### config.mk
export PLATFORM = sky130hd
export DESIGN_NAME = axi_lite_mult_slave
export DESIGN_NICKNAME = d
export VERILOG_FILES = /design/src/rtl/axil_mult_pkg.sv /design/src/rtl/mult_lut.sv /design/src/rtl/axi_lite_mult_slave.sv
export SDC_FILE = /design/constraint.sdc
export NUM_CORES = 1
export LEC_CHECK = 0
export BUFFER_PORTS_ARGS = -buffer_cell sky130_fd_sc_hd__buf_4
export CAP_MARGIN = 5
export CORE_UTILIZATION = 36
export CTS_BUF_LIST = sky130_fd_sc_hd__clkbuf_4 sky130_fd_sc_hd__clkbuf_8
export DETAILED_ROUTE_END_ITERATION = 10
export PLACE_DENSITY = 0.89
export SLEW_MARGIN = 30
export SYNTH_ARGS = -nofsm -noshare
export SYNTH_HDL_FRONTEND = slang
export SYNTH_SLANG_ARGS = --single-unit
### constraint.sdc
create_clock -name clk -period 3.1 [get_ports clk]
set_input_delay 0.155 -clock clk [delete_from_list [all_inputs] [get_ports clk]]
set_output_delay 0.155 -clock clk [all_outputs]
set_load 0.05 [all_outputs]
### src/rtl/axil_mult_pkg.sv
// rtl/axil_mult_pkg.sv - shared constants, state types and address field positions for the multiply-table slave
package axil_mult_pkg;

    localparam logic [1:0] RESP_OKAY   = 2'b00;
    localparam logic [1:0] RESP_SLVERR = 2'b10;

    // Read address layout: [5:3] = a, [2:0] = b, bits above FIELD_TOP are out of table range
    localparam int A_LSB     = 3;
    localparam int A_MSB     = 5;
    localparam int B_LSB     = 0;
    localparam int B_MSB     = 2;
    localparam int FIELD_W   = 3;
    localparam int PROD_W    = 6;
    localparam int FIELD_TOP = 6;

    typedef enum logic [1:0] {
        RD_IDLE,
        RD_CALC,
        RD_RESP
    } rd_state_t;

    typedef enum logic {
        WR_IDLE,
        WR_RESP
    } wr_state_t;

endpackage

### src/rtl/mult_lut.sv
// rtl/mult_lut.sv - combinational 3-bit x 3-bit -> 6-bit product table
module mult_lut
    import axil_mult_pkg::*;
(
    input  logic [FIELD_W-1:0] a,
    input  logic [FIELD_W-1:0] b,
    output logic [PROD_W-1:0]  product
);

    logic [PROD_W-1:0] a_ext;
    logic [PROD_W-1:0] b_ext;

    assign a_ext = {{(PROD_W-FIELD_W){1'b0}}, a};
    assign b_ext = {{(PROD_W-FIELD_W){1'b0}}, b};

    // Largest product is 7*7 = 49, so six bits never overflow
    assign product = a_ext * b_ext;

endmodule

### src/rtl/axi_lite_mult_slave.sv
// rtl/axi_lite_mult_slave.sv - AXI-Lite read-only multiply table; optional AXIL_MULT_RANGE_CHECK_EN flags out-of-range reads
module axi_lite_mult_slave
    import axil_mult_pkg::*;
#(
    parameter int ADDR_W = 32,
    parameter int DATA_W = 32
) (
    input  logic                clk,
    input  logic                rst,

    input  logic [ADDR_W-1:0]   s_axi_araddr,
    input  logic                s_axi_arvalid,
    output logic                s_axi_arready,

    output logic [DATA_W-1:0]   s_axi_rdata,
    output logic [1:0]          s_axi_rresp,
    output logic                s_axi_rvalid,
    input  logic                s_axi_rready,

    input  logic [ADDR_W-1:0]   s_axi_awaddr,
    input  logic                s_axi_awvalid,
    output logic                s_axi_awready,

    input  logic [DATA_W-1:0]   s_axi_wdata,
    input  logic [DATA_W/8-1:0] s_axi_wstrb,
    input  logic                s_axi_wvalid,
    output logic                s_axi_wready,

    output logic [1:0]          s_axi_bresp,
    output logic                s_axi_bvalid,
    input  logic                s_axi_bready
);

    rd_state_t          rd_state;
    rd_state_t          rd_next;
    logic [FIELD_W-1:0] a_q;
    logic [FIELD_W-1:0] b_q;
    logic               range_err_q;
    logic               range_hit;
    logic [PROD_W-1:0]  product;
    logic               ar_hs;
    logic               r_hs;

    wr_state_t          wr_state;
    wr_state_t          wr_next;
    logic               aw_done;
    logic               w_done;
    logic               aw_next;
    logic               w_next;
    logic               aw_hs;
    logic               w_hs;
    logic               b_hs;

    // Write payload and write address carry no meaning for a read-only table
    logic               unused_inputs;
    assign unused_inputs = ^{s_axi_awaddr, s_axi_wdata, s_axi_wstrb,
                             s_axi_araddr[ADDR_W-1:FIELD_TOP]};

    assign ar_hs = s_axi_arvalid && s_axi_arready;
    assign r_hs  = s_axi_rvalid && s_axi_rready;
    assign aw_hs = s_axi_awvalid && s_axi_awready;
    assign w_hs  = s_axi_wvalid && s_axi_wready;
    assign b_hs  = s_axi_bvalid && s_axi_bready;

`ifdef AXIL_MULT_RANGE_CHECK_EN
    assign range_hit = |s_axi_araddr[ADDR_W-1:FIELD_TOP];
`else
    assign range_hit = 1'b0;
`endif

    mult_lut u_mult_lut (
        .a       (a_q),
        .b       (b_q),
        .product (product)
    );

    // Read FSM next state: one outstanding read, fixed one-cycle calculation
    always_comb begin
        rd_next = rd_state;
        case (rd_state)
            RD_IDLE: if (ar_hs) rd_next = RD_CALC;
            RD_CALC: rd_next = RD_RESP;
            RD_RESP: if (r_hs) rd_next = RD_IDLE;
            default: rd_next = RD_IDLE;
        endcase
    end

    // Read path registers; rvalid trails entry into RD_RESP by one edge so rdata has settled a full cycle
    always_ff @(posedge clk) begin
        if (rst) begin
            rd_state      <= RD_IDLE;
            s_axi_arready <= 1'b0;
            s_axi_rvalid  <= 1'b0;
            s_axi_rdata   <= '0;
            s_axi_rresp   <= RESP_OKAY;
            a_q           <= '0;
            b_q           <= '0;
            range_err_q   <= 1'b0;
        end else begin
            rd_state      <= rd_next;
            s_axi_arready <= (rd_next == RD_IDLE);
            s_axi_rvalid  <= (rd_state == RD_RESP) && !r_hs;
            if (rd_state == RD_IDLE && ar_hs) begin
                a_q         <= s_axi_araddr[A_MSB:A_LSB];
                b_q         <= s_axi_araddr[B_MSB:B_LSB];
                range_err_q <= range_hit;
            end
            if (rd_state == RD_CALC) begin
                if (range_err_q) begin
                    s_axi_rdata <= '0;
                    s_axi_rresp <= RESP_SLVERR;
                end else begin
                    s_axi_rdata <= {{(DATA_W-PROD_W){1'b0}}, product};
                    s_axi_rresp <= RESP_OKAY;
                end
            end
        end
    end

    // Write FSM next state: AW and W captured independently, error response once both are in
    always_comb begin
        wr_next = wr_state;
        aw_next = aw_done || aw_hs;
        w_next  = w_done || w_hs;
        case (wr_state)
            WR_IDLE: if (aw_next && w_next) wr_next = WR_RESP;
            WR_RESP: begin
                if (b_hs) begin
                    wr_next = WR_IDLE;
                    aw_next = 1'b0;
                    w_next  = 1'b0;
                end
            end
            default: wr_next = WR_IDLE;
        endcase
    end

    // Write path registers; every write is refused because the table is read-only
    always_ff @(posedge clk) begin
        if (rst) begin
            wr_state      <= WR_IDLE;
            aw_done       <= 1'b0;
            w_done        <= 1'b0;
            s_axi_awready <= 1'b0;
            s_axi_wready  <= 1'b0;
            s_axi_bvalid  <= 1'b0;
            s_axi_bresp   <= RESP_OKAY;
        end else begin
            wr_state      <= wr_next;
            aw_done       <= aw_next;
            w_done        <= w_next;
            s_axi_awready <= (wr_next == WR_IDLE) && !aw_next;
            s_axi_wready  <= (wr_next == WR_IDLE) && !w_next;
            s_axi_bvalid  <= (wr_next == WR_RESP);
            if (wr_next == WR_RESP) s_axi_bresp <= RESP_SLVERR;
        end
    end

endmodule

==> metrics.yaml, run 1 <==
nNetsFinal: 261
ys_seq_elements: 22
clock_sinks: 22
synth_area_um2: 1180
leakage_nw: 0.608
viasPerCell: 4.20
floorplan.initialDensity: 0.384
worst_slew_pin_slew_ns: 0.506
hold_buffers: 0
drv_cap: 0
finalPower_mw: 0.617
gp_congestion: 0.733
fp.dieH_um: 59.3
cellPowerDensity_nw_per_um2: 477
dpl.hpwl_mm: 1.44
grt_pass1_wl_mm: 2.82
slew_headroom: 0.662
fillCellCount: 318
vias: 794
yosys.area.top_type_share: 0.373
finalCritPeriodShare: 0.683
drc_errors: 0
rsz0062_at_grt: "no"
crit_required_ns: 3.34
grt-ovfl-total: 0
p_switching_mw: 0.230
cp.arrival_ns: 2.36
hold_viol_final: 0
status: "finished, final reports clean"
max_freq_mhz: 472
cts-resized-gates: 0
p_sw_frac: 0.373
cts_buffers: 3
area_delta_synth_final_pct: 9.53
seqPwrFrac: 0.511
clk_path_buf_depth: 2
clkLatencyLatePin_ns: 0.29
io_pins: 148
final_cell_mix: "conb_1, buf_4, dfxtp_1"
hp-class: "in2reg"
worstSetupStartpointType: "register"
fin_crit_ns: 2.12
synth_compound_area_frac: 0.146
synth_top_family_by_area: "buffers and inverters"
row_count: 20
yosys-top-cells-area: "dfxtp_1, buf_4, ha_1"
synth_top_area_cell: "dfxtp_1"
finalMaxSlewViolations: 0
dieArea_um2: 3510
final.setup_skew_ns: 0.00411
cts_setup_buffers: 0
wl_mm: 1.82
yosysWarnings: 0
antenna_found_initial: 0
power.share.clock: 0.200
gr-usage-met2: 0.185
setup-tns-final_ns: 0
report.final.setup_viol: 0
layout-drive-gt1-share: 0.221
yosysUniqueCellTypes: 27
grt_usage: 0.108
htree_levels: 1
clkTransAtPathRegs_ns: 0.11
fp.coreArea_um2: 3080
crit_top_cell: "fa_1"
firstDrtPassIters: 4
yosys.area_share.xor_xnor: 0.00742
grt_max_degree: 18
grt.met1_usage: 0.128
cts_root_buf: "clkbuf_4"
yosys.area_share.simple: 0.159
ant_nets: 0
ir_drop_uv: 304
crit_path_max_incr_delay_ns: 0.56
worstPathCellList: "and2_1, fa_1, ha_1, inv_1, fa_1, xnor2_1, nand2_1, a21oi_1"
use_met3: 0.0349
synth.avg_cell_area_um2: 9.68
first_global_vias: 658
busiest_layer: "met2"
crit_fanout: 4
end_kind: "register"
p_int_mw: 0.387
synthAdderAreaFrac: 0.0869
combPwrFrac: 0.289
path_class: "reg2reg"
synth_cells: 122
drt-initial-drc-count: 22
slowest_stage: "fa_1"
synth.yosys.seq_area_share: 0.373
port_buffers: 24
diodes: 0
final_common_cell: "conb_1"
yosys-mux-area-fraction: 0
wl_per_cell_um: 9.64
cts_tree: "built"
die_width_um: 59.3
-- routing by layer --
layer,wire [µm],vias up,part of all wire
li1,-,401,-
met1,825,346,0.45
met2,816,45,0.45
met3,170,2,0.093
met4,9,0,0.0049
met5,0,-,0
-- cells by family after synthesis --
logic type                 after synthesis
xor gates and xnor gates                 1
DFF                                     22
and+or+nand+nor                         31
adders and majority gates                7
AOI/OAI and AO/OA                       24
buffers and inverters                   36
other                                    1
-- final cells by class --
cell class / count / area [µm²] / area share
multi-input combinational: 92 / 581 / 0.449
timing repair buffer: 24 / 180 / 0.139
clock buffer: 3 / 22.5 / 0.0174
sequential: 22 / 440 / 0.340
tap: 44 / 55.1 / 0.0426
inverter: 4 / 15.0 / 0.0116
-- cell usage after synthesis --
cell,number
nor4_4,1
a211oi_1,3
nor2b_1,2
buf_4,30
buf_12,1
ha_1,5
inv_1,4
a21bo_2,1
and2_1,8
nor2_1,3
fa_1,2
a21o_1,1
nor3_1,3
nand2_1,9
xnor2_1,1
dfxtp_1,22
nand2b_1,1
a211oi_2,1
conb_1,1
nand3_1,2
buf_2,1
and4bb_4,1
a211o_1,2
a21oi_1,9
o21ai_1,1
a22o_1,6
nor2_4,1
-- worst paths after layout --
path,endpoint,from,depth (start not counted),slack [ns]
min,aw_done,s_axi_bready,2,0.04
max reg2reg,s_axi_rdata[4],b_q[2],8,0.98
min reg2reg,s_axi_bresp[1],s_axi_bresp[1],2,0.47
max,s_axi_rdata[4],b_q[2],8,0.98
-- critical path: cells and delay by family (launching register included) --
| family | cells | cell delay [ns] |
|---|---|---|
| DFF | 1 | 0.34 |
| xor gates and xnor gates | 1 | 0.14 |
| adders and majority gates | 3 | 1.13 |
| and+or+nand+nor | 2 | 0.23 |
| buffers and inverters | 1 | 0.06 |
| AOI/OAI and AO/OA | 1 | 0.15 |
-- per-stage QoR --
stage | instance area [µm²] | hold slack (ns) | utilization | std cells | setup slack [ns]
after floorplan | 1290 | 0.249 | - | 150 | 1.17
after global placement | 1270 | 0.359 | 0.413 | 186 | 1.07
after detailed placement | 1270 | 0.358 | 0.413 | 186 | 1.02
after CTS | 1290 | 0.0330 | 0.420 | 189 | 0.957
after global routing | 1290 | 0.0306 | 0.420 | 189 | 0.866
final | 1290 | 0.0356 | 0.420 | 189 | 0.982
-- state kept, by name (all words and copies together) (netlist names) --
name	count
s_axi_rdata	6
a_q	3
b_q	3
rd_state	2
aw_done	1
s_axi_arready	1
s_axi_awready	1
s_axi_bresp	1
s_axi_rvalid	1
s_axi_wready	1
w_done	1
wr_state	1
-- power groups by stage --
stage | clock (mW) | sequential, mW | combinational (mW)
floorplan | 0 | 0.351 | 0.145
global placement | 0 | 0.320 | 0.177
detailed placement | 0 | 0.322 | 0.179
CTS | 0.127 | 0.315 | 0.179
global route | 0.137 | 0.318 | 0.187
finish | 0.123 | 0.315 | 0.179
Power figures use the tool's default switching activity.
==> inputs of run 2 (changes only) <==
- CORE_UTILIZATION: 36 -> 33
- PLACE_DENSITY: 0.89 -> 0.82
- clock period: 3.1 -> 2 ns (I/O delays scaled with it)
==> metrics.yaml, run 2 (synthesis results as in run 1) <==
status: "finished, violations left"
violations: "setup timing"
io_pins: 148  # unchanged
viasPerCell: 4.21  # +0.11%
multi_input_area_um2: 596  # +2.6%
cp.arrival_ns: 2.26  # -0.10 ns
m1WireLength_um: 892  # +8.1%
floorplan.initialDensity: 0.348  # -0.0353
end_kind: "register"
finalMaxSlewViolations: 0  # unchanged
rsz0062_at_grt: "yes"
fin_ws_ns: -0.0228  # -1.01 ns
report.final.setup_viol: 1  # +1
grt_pass1_wl_mm: 2.97  # +5.4%
path_class: "reg2reg"
htree_levels: 1  # unchanged
cellPowerDensity_nw_per_um2: 714  # +50%
place_area_um2: 1310  # +3.1%
vias: 858  # +8.1%
crit_fanout: 2  # -2
diodes: 0  # unchanged
fp.coreArea_um2: 3390  # +10%
ir_drop_uv: 534  # +76%
worst_slew_pin_slew_ns: 0.544  # +0.0377 ns
clk_path_buf_depth: 2  # unchanged
ant_nets: 0  # unchanged
clock_sinks: 22  # unchanged
wl_mm: 1.88  # +2.9%
port_buffers: 24  # unchanged
row_count: 21  # +5.0%
nNetsFinal: 273  # +4.6%
drt-initial-drc-count: 19  # -14%
first_global_vias: 716  # +8.8%
cts_tree: "built"
clkTransAtPathRegs_ns: 0.12  # about the same
largest_register_ffs: 6  # unchanged
final.setup_skew_ns: 0.00851  # +0.00440 ns
met2_length_um: 842  # +3.2%
layout-drive-gt1-share: 0.278  # +0.0578
hold_viol_final: 0  # unchanged
area_delta_synth_final_pct: 21.4
stdcell_area_um2: 1430  # +11%
crit_required_ns: 2.24  # -1.10 ns
dpl.hpwl_mm: 1.49  # +3.7%
cts_root_buf: "clkbuf_4"
hp-class: "in2reg"
drv_cap: 0  # unchanged
leakage_nw: 0.681  # +12%
slew_headroom: 0.637  # -0.0252
dieArea_um2: 3820  # +8.8%
route.met3.wl_um: 132  # -22%
worstSetupStartpointType: "register"
max_freq_mhz: 494  # +4.7%
drc_errors: 0  # unchanged
grt_usage: 0.104  # -0.00346
highest_layer: "met4"
clkLatencyLatePin_ns: 0.30  # about the same
antenna_found_initial: 0  # unchanged
cts_buffers: 3  # unchanged
firstDrtPassIters: 3  # -1
fp.dieH_um: 61.8  # +4.3%
reg_top3: "s_axi_rdata x6, a_q x3, b_q x3"
fin_crit_ns: 2.02  # -0.0949 ns
regMostFlops: "s_axi_rdata"
grt-ovfl-total: 0  # unchanged
wl_per_cell_um: 9.19  # -4.7%
final_cell_mix: "conb_1, buf_4, dfxtp_1"
regArea_um2: 442  # +0.28%
fillCellCount: 342  # +7.5%
setup-tns-final_ns: -0.0228  # -0.0228 ns
die_width_um: 61.8  # +4.3%
gp_congestion: 0.717  # -2.1%
finalCritPeriodShare: 1.01  # +0.328
grt_max_degree: 18  # unchanged
==> run 2: worst max-delay path, cell delays in order, from the launching register on <==
cell and delay [ns]:
dfxtp_2 0.34, and2_4 0.15, fa_1 0.53, ha_2 0.18
inv_2 0.04, fa_2 0.36, xnor2_2 0.14, nand2_1 0.07
a21oi_1 0.15
==> run 2: area by class of cell <==
type	instances	area share
repair buffers	36	0.201
flip-flops and latches	22	0.308
well taps	46	0.0401
clock buffers	4	0.0253
multi-input cells	92	0.415
inverters	4	0.0105
==> run 2: worst paths after layout <==
check                      start        endpoint  slack (ns)  cells after the start
setup / recovery          b_q[2]  s_axi_rdata[4]       -0.02                      8
hold / removal      s_axi_rready    s_axi_rvalid        0.06                      3
setup reg to reg          b_q[2]  s_axi_rdata[4]       -0.02                      8
hold reg to reg   s_axi_bresp[1]  s_axi_bresp[1]        0.46                      2
==> run 2: what timing repair did <==
| action | 4_1_cts | 5_1_grt |
|---|---|---|
| endpoints found under the hold margin | 7 | 1 |
| buffers inserted | 0 | 0 |
| pin swaps | 2 | 4 |
| hold buffers | 6 | 1 |
| resized for setup | 1 | 5 |
| endpoints found under the setup margin | 1 | 2 |
==> run 2: power breakdown <==
group	leakage, nW	internal [mW]	switching [mW]	total, mW
registers	0.180	0.466	0.0197	0.486
logic	0.480	0.0792	0.219	0.298
clock network	0.0210	0.111	0.129	0.240
==> run 2: per-layer routing <==
layer | global-route usage | vias up
li1 | - | 429
met1 | 0.125 | 388
met2 | 0.178 | 39
met3 | 0.0476 | 2
met4 | 0.00952 | 0
met5 | 0 | -
==> run 2: per-stage QoR <==
stage	total power [mW]	cells	hold slack [ns]	setup WS [ns]	util
4_1_cts	1.03	203	0.000949	-0.0322	0.416
6_report	1.02	204	0.0612	-0.0228	0.423
5_1_grt	1.07	204	0.0451	-0.127	0.423
2_1_floorplan	0.769	150	0.194	0.0676	-
3_3_place_gp	0.780	193	0.304	0.00481	0.387
3_5_place_dp	0.783	193	0.305	-0.0380	0.387
